## config.mk

```make
export PLATFORM = sky130hd
export DESIGN_NAME = btn_conditioner
export DESIGN_NICKNAME = d
export VERILOG_FILES = /design/src/rtl/btn_conditioner.sv
export SDC_FILE = /design/constraint.sdc
export NUM_CORES = 1
export LEC_CHECK = 0
export ABC_AREA = 1
export BUFFER_PORTS_ARGS = -buffer_cell sky130_fd_sc_hd__buf_2
export CELL_PAD_IN_SITES_DETAIL_PLACEMENT = 0
export CELL_PAD_IN_SITES_GLOBAL_PLACEMENT = 1
export CORE_MARGIN = 2
export CORE_UTILIZATION = 45
export DETAILED_ROUTE_END_ITERATION = 10
export PLACE_DENSITY_LB_ADDON = 0.1
export RECOVER_POWER = 100
export SLEW_MARGIN = 20
export SYNTH_ARGS = -nofsm -noshare
export SYNTH_HDL_FRONTEND = slang
export SYNTH_SLANG_ARGS = --single-unit
```

## constraint.sdc

```tcl
create_clock -name clk -period 3 [get_ports clk]
set_input_delay 0.75 -clock clk [delete_from_list [all_inputs] [get_ports clk]]
set_output_delay 0.75 -clock clk [all_outputs]
set_load 0.02 [all_outputs]
```

## src/rtl/btn_conditioner.sv

```systemverilog
// -----------------------------------------------------------------------------
// btn_conditioner
//
// Front end of the button path. Four raw, asynchronous, bouncy push-button
// lines are synchronised (two flops per bit), debounced per bit with a
// saturating-free run-length counter, and turned into a single-cycle press
// event. A multi-button debounced pattern raises a coincident invalid flag so
// the downstream decoder can suppress it.
//
// Ports:
//   clk      in   1  system clock, rising edge
//   rst_n    in   1  asynchronous active-low reset
//   raw_btn  in   4  raw button levels, 1 = pressed, asynchronous to clk
//   btn      out  4  press-event pattern, one cycle per accepted press
//   invalid  out  1  two or more buttons currently debounced as pressed
//   held     out  1  a press was accepted and not all buttons released yet
// -----------------------------------------------------------------------------
module btn_conditioner #(
  parameter int DEBOUNCE_CYCLES = 16,
  // Derived from DEBOUNCE_CYCLES; leave at its default.
  parameter int CNT_W           = $clog2(DEBOUNCE_CYCLES + 1)
) (
  input  logic       clk,
  input  logic       rst_n,
  input  logic [3:0] raw_btn,
  output logic [3:0] btn,
  output logic       invalid,
  output logic       held
);

  localparam int                N_BTN    = 4;
  // Count at which a persisting difference flips the debounced level.
  localparam logic [CNT_W-1:0]  CNT_LAST = CNT_W'(DEBOUNCE_CYCLES - 1);

  typedef enum logic {
    S_IDLE = 1'b0,
    S_HELD = 1'b1
  } state_t;

  logic [3:0]       r_sync1;
  logic [3:0]       r_sync2;
  logic [CNT_W-1:0] r_cnt [N_BTN];
  logic [3:0]       r_stable;

  state_t           r_state;
  state_t           w_state_nxt;
  logic [3:0]       r_btn;
  logic [3:0]       w_btn_nxt;
  logic             r_invalid;
  logic             w_invalid_nxt;
  logic             r_held;
  logic             w_held_nxt;
  logic [2:0]       w_pop;

  // ---------------------------------------------------------------------------
  // Two-flop synchroniser, nothing in between the stages.
  // ---------------------------------------------------------------------------
  // NOTE: state is updated with non-blocking (<=) so every flop samples the
  // pre-edge value of its neighbours, exactly like the hardware.
  always_ff @(posedge clk or negedge rst_n) begin
    if (!rst_n) begin
      r_sync1 <= '0;
      r_sync2 <= '0;
    end else begin
      r_sync1 <= raw_btn;
      r_sync2 <= r_sync1;
    end
  end

  // ---------------------------------------------------------------------------
  // Per-bit debounce. The counter only runs while the synchronised bit differs
  // from its debounced level; any agreement (including a one-cycle glitch back)
  // clears it. Reaching CNT_LAST flips the level and clears the counter on the
  // same edge, so the counter never needs to wrap.
  // ---------------------------------------------------------------------------
  // NOTE: the counter array is small and lives in flops, so every element is
  // cleared by reset; this is not a RAM and must not come up with stale counts.
  always_ff @(posedge clk or negedge rst_n) begin
    if (!rst_n) begin
      for (int i = 0; i < N_BTN; i++) begin
        r_cnt[i] <= '0;
      end
      r_stable <= '0;
    end else begin
      for (int i = 0; i < N_BTN; i++) begin
        if (r_sync2[i] == r_stable[i]) begin
          r_cnt[i] <= '0;
        end else if (r_cnt[i] == CNT_LAST) begin
          r_cnt[i]    <= '0;
          r_stable[i] <= ~r_stable[i];
        end else begin
          r_cnt[i] <= r_cnt[i] + CNT_W'(1);
        end
      end
    end
  end

  // ---------------------------------------------------------------------------
  // Multi-button detect, evaluated on the same debounced value the FSM uses so
  // a multi-hot event always carries invalid in the same cycle.
  // ---------------------------------------------------------------------------
  assign w_pop = {2'b00, r_stable[0]} + {2'b00, r_stable[1]}
               + {2'b00, r_stable[2]} + {2'b00, r_stable[3]};
  assign w_invalid_nxt = (w_pop >= 3'd2);

  // ---------------------------------------------------------------------------
  // Press FSM: one event on leaving S_IDLE, then silent until every button is
  // released.
  // ---------------------------------------------------------------------------
  // NOTE: every signal written here gets a default first, so no path leaves a
  // value unassigned and no latch is inferred.
  always_comb begin
    w_state_nxt = r_state;
    w_btn_nxt   = '0;
    w_held_nxt  = 1'b0;
    case (r_state)
      S_IDLE: begin
        if (r_stable != '0) begin
          w_state_nxt = S_HELD;
          w_btn_nxt   = r_stable;
          w_held_nxt  = 1'b1;
        end
      end
      S_HELD: begin
        if (r_stable == '0) begin
          w_state_nxt = S_IDLE;
        end else begin
          w_held_nxt = 1'b1;
        end
      end
      default: begin
        w_state_nxt = S_IDLE;
      end
    endcase
  end

  always_ff @(posedge clk or negedge rst_n) begin
    if (!rst_n) begin
      r_state   <= S_IDLE;
      r_btn     <= '0;
      r_invalid <= 1'b0;
      r_held    <= 1'b0;
    end else begin
      r_state   <= w_state_nxt;
      r_btn     <= w_btn_nxt;
      r_invalid <= w_invalid_nxt;
      r_held    <= w_held_nxt;
    end
  end

  assign btn     = r_btn;
  assign invalid = r_invalid;
  assign held    = r_held;

endmodule
```

==> results.yml <==
cts:
  cts.htree.levels: 2
  numCtsBuffers: 5
  cts_tree: "yes"
  insertion_delay_ps: 330
  cts_resized: 0
  cts_sinks: 38
  post_cts_buffers: 0
  root_buffer: "clkbuf_4"
  clockBufferDepth: 2
  hold_buffers: 0
  clkTransAtPathRegs_ps: 100
synth:
  ys_ff_latch: 38
  yosys_warnings: 0
  synth_fa_ha_area_frac: 0.0543
  synth-compound-area-share: 0.00329
  synth.yosys.seq_area_share: 0.625
  synthCells: 160
  muxShareOfSynthArea: 0
  synth_xor_area_frac: 0.0230
  synth_top_family_by_area: "simple AND/OR/NAND/NOR gates"
  yosys.area_share.simple: 0.233
  syn-num-nets: 172
  avgSynthCellArea_um2: 9.51
  yosysUniqueCellTypes: 11
  synth_area_um2: 1520
min_path:
  worstHoldStart: "r_sync1[1]"
  worstHoldPathCells: 0
  min_to: "r_sync2[1]"
  hold_path.class: "reg -> reg"
setup_path:
  endpoint_kind: "output port"
  worstPathRequired_ps: 2250
  reg2regPathDepth: 3
  cp_slowest_cell: "dfrtp_1"
  path_buf_inv: 1
  path_cells: "clkbuf_1"
  critical_path_class: "reg -> out"
  r2r_end: "invalid"
  reg2reg_from: "r_stable[1]"
  crit_cells: 1
  crit_start: "held"
  arrival_ps: 980
  cp-start-kind: "flop"
  max_stage_delay_ps: 390
  crit_family: "flip-flops"
  r2r_setup_slack_ps: 1780
  cp_max_fo: 4
global_routing:
  grt_max_degree: 39
  antenna_found_initial: 0
  grt_pass1_vias: 995
  grt_pass1_wl_um: 4110
  grt-ovfl-total: 0
  grt.total_usage: 0.138
floorplan:
  initial_core_util: 0.463
  die_w_um: 62.1
  die_h_um: 62.1
  dieArea_um2: 3860
  core_um2: 3280
  fp-row-count: 21
  io_pins: 12
timing:
  rsz0062_at_grt: "no"
  setup_viol: 0
  skew_ps: 6.25
  timing.final.ws_setup_ps: 1270
  max_freq_ghz: 0.580
  slew_viol_final: 0
  finalHoldViolations: 0
  slew-limit-headroom: 0.469
  post-route-min-period_ps: 1730
  tightest_slew_ps: 796
  finalSetupTns_ps: 0
  finalCritPeriodShare: 0.575
place:
  io_buffers: 11
  post-place-ws_ps: 1560
  finalWeightedCongestion: 0.686
  dp_hpwl_um: 1570
power:
  p_leak_nw: 0.853
  ir_drop_mv: 0.245
  power_density_nw_per_um2: 493
finish:
  layout_commonest_cell: "nand2_1"
  syn2layout_area_growth_pct: 9.87
  mostFrequentLayoutCells: "nand2_1 (41), dfrtp_1 (38), nor2_1 (28)"
  final_layout_size_suffix_gt1_frac: 0.0618
  n_fill_cell: 324
  multi_input_area_um2: 477
  nets: 190
  antenna_cells: 0
  ff_latch_area_um2: 951
route:
  dr.pass1.iters: 4
  ant_nets: 0
  num_vias: 1005
  first_iter_violations: 31
  drc: 0
  viasPerCell: 4.49
  postRouteWirelength_um: 2160
  routedWlPerCell_um: 9.63
flow_run:
  maxCapViolations: 0
outcome:
  status: "complete, no violations"
## per-layer routing
layer	vias up	routed length [um]	global-route usage
met5	-	0	0
met4	0	50	0.0583
met3	7	96	0.0543
li1	527	-	-
met1	458	992	0.167
met2	13	1020	0.220
## worst max path at each step
stage / endpoint / slack, ps
after floorplan: held / 1800
after global placement: r_cnt[13] / 1600
after detailed placement: r_cnt[13] / 1560
after CTS: held / 1310
after global routing: held / 1200
final: held / 1270
## cell families (layout without fill, tap and decap cells)
| family | Yosys count | count (layout) |
|---|---|---|
| buffers and inverters | 25 | 43 |
| adders and majority gates | 6 | 6 |
| DFF | 38 | 38 |
| AOI/OAI and AO/OA | 1 | 1 |
| and+or+nand+nor | 86 | 86 |
| xor gates and xnor gates | 4 | 4 |
## cell type report
| cell class | instances | share of cell area |
|---|---|---|
| flip-flops and latches | 38 | 0.569 |
| inverters | 25 | 0.0561 |
| repair buffers | 11 | 0.0284 |
| multi-input cells | 97 | 0.285 |
| well taps | 46 | 0.0344 |
| clock buffers | 7 | 0.0269 |
## cell usage after synthesis
master   instances  share of area
fa_1             1          0.013
nand2_1         41           0.10
nor2_1          28          0.069
nand3_1          9          0.030
inv_2            2         0.0049
xnor2_1          4          0.023
dfrtp_1         38           0.62
o21ai_0          1         0.0033
inv_1           23          0.057
ha_1             5          0.041
nand4_1          8          0.033
## sequential cells by signal, summed over array words and instances, names as in the netlist
signal / count
r_cnt: 20
r_stable: 4
r_sync2: 4
r_sync1: 4
held: 1
btn: 4
invalid: 1
## power by group
part | internal, mW | switching, mW
registers | 0.530 | 0.0160
logic | 0.0176 | 0.0281
clock network | 0.0884 | 0.143
## metrics by stage
step	power, mW	hold WS (ps)	util	instance area (um^2)	cells
floorplan	0.583	331	-	1520	160
global placement	0.601	335	0.498	1630	217
detailed placement	0.604	335	0.498	1630	217
CTS	0.842	359	0.511	1680	224
global route	0.878	363	0.509	1670	224
finish	0.823	357	0.509	1670	224
Note: power is estimated with default switching activity, not from simulation.
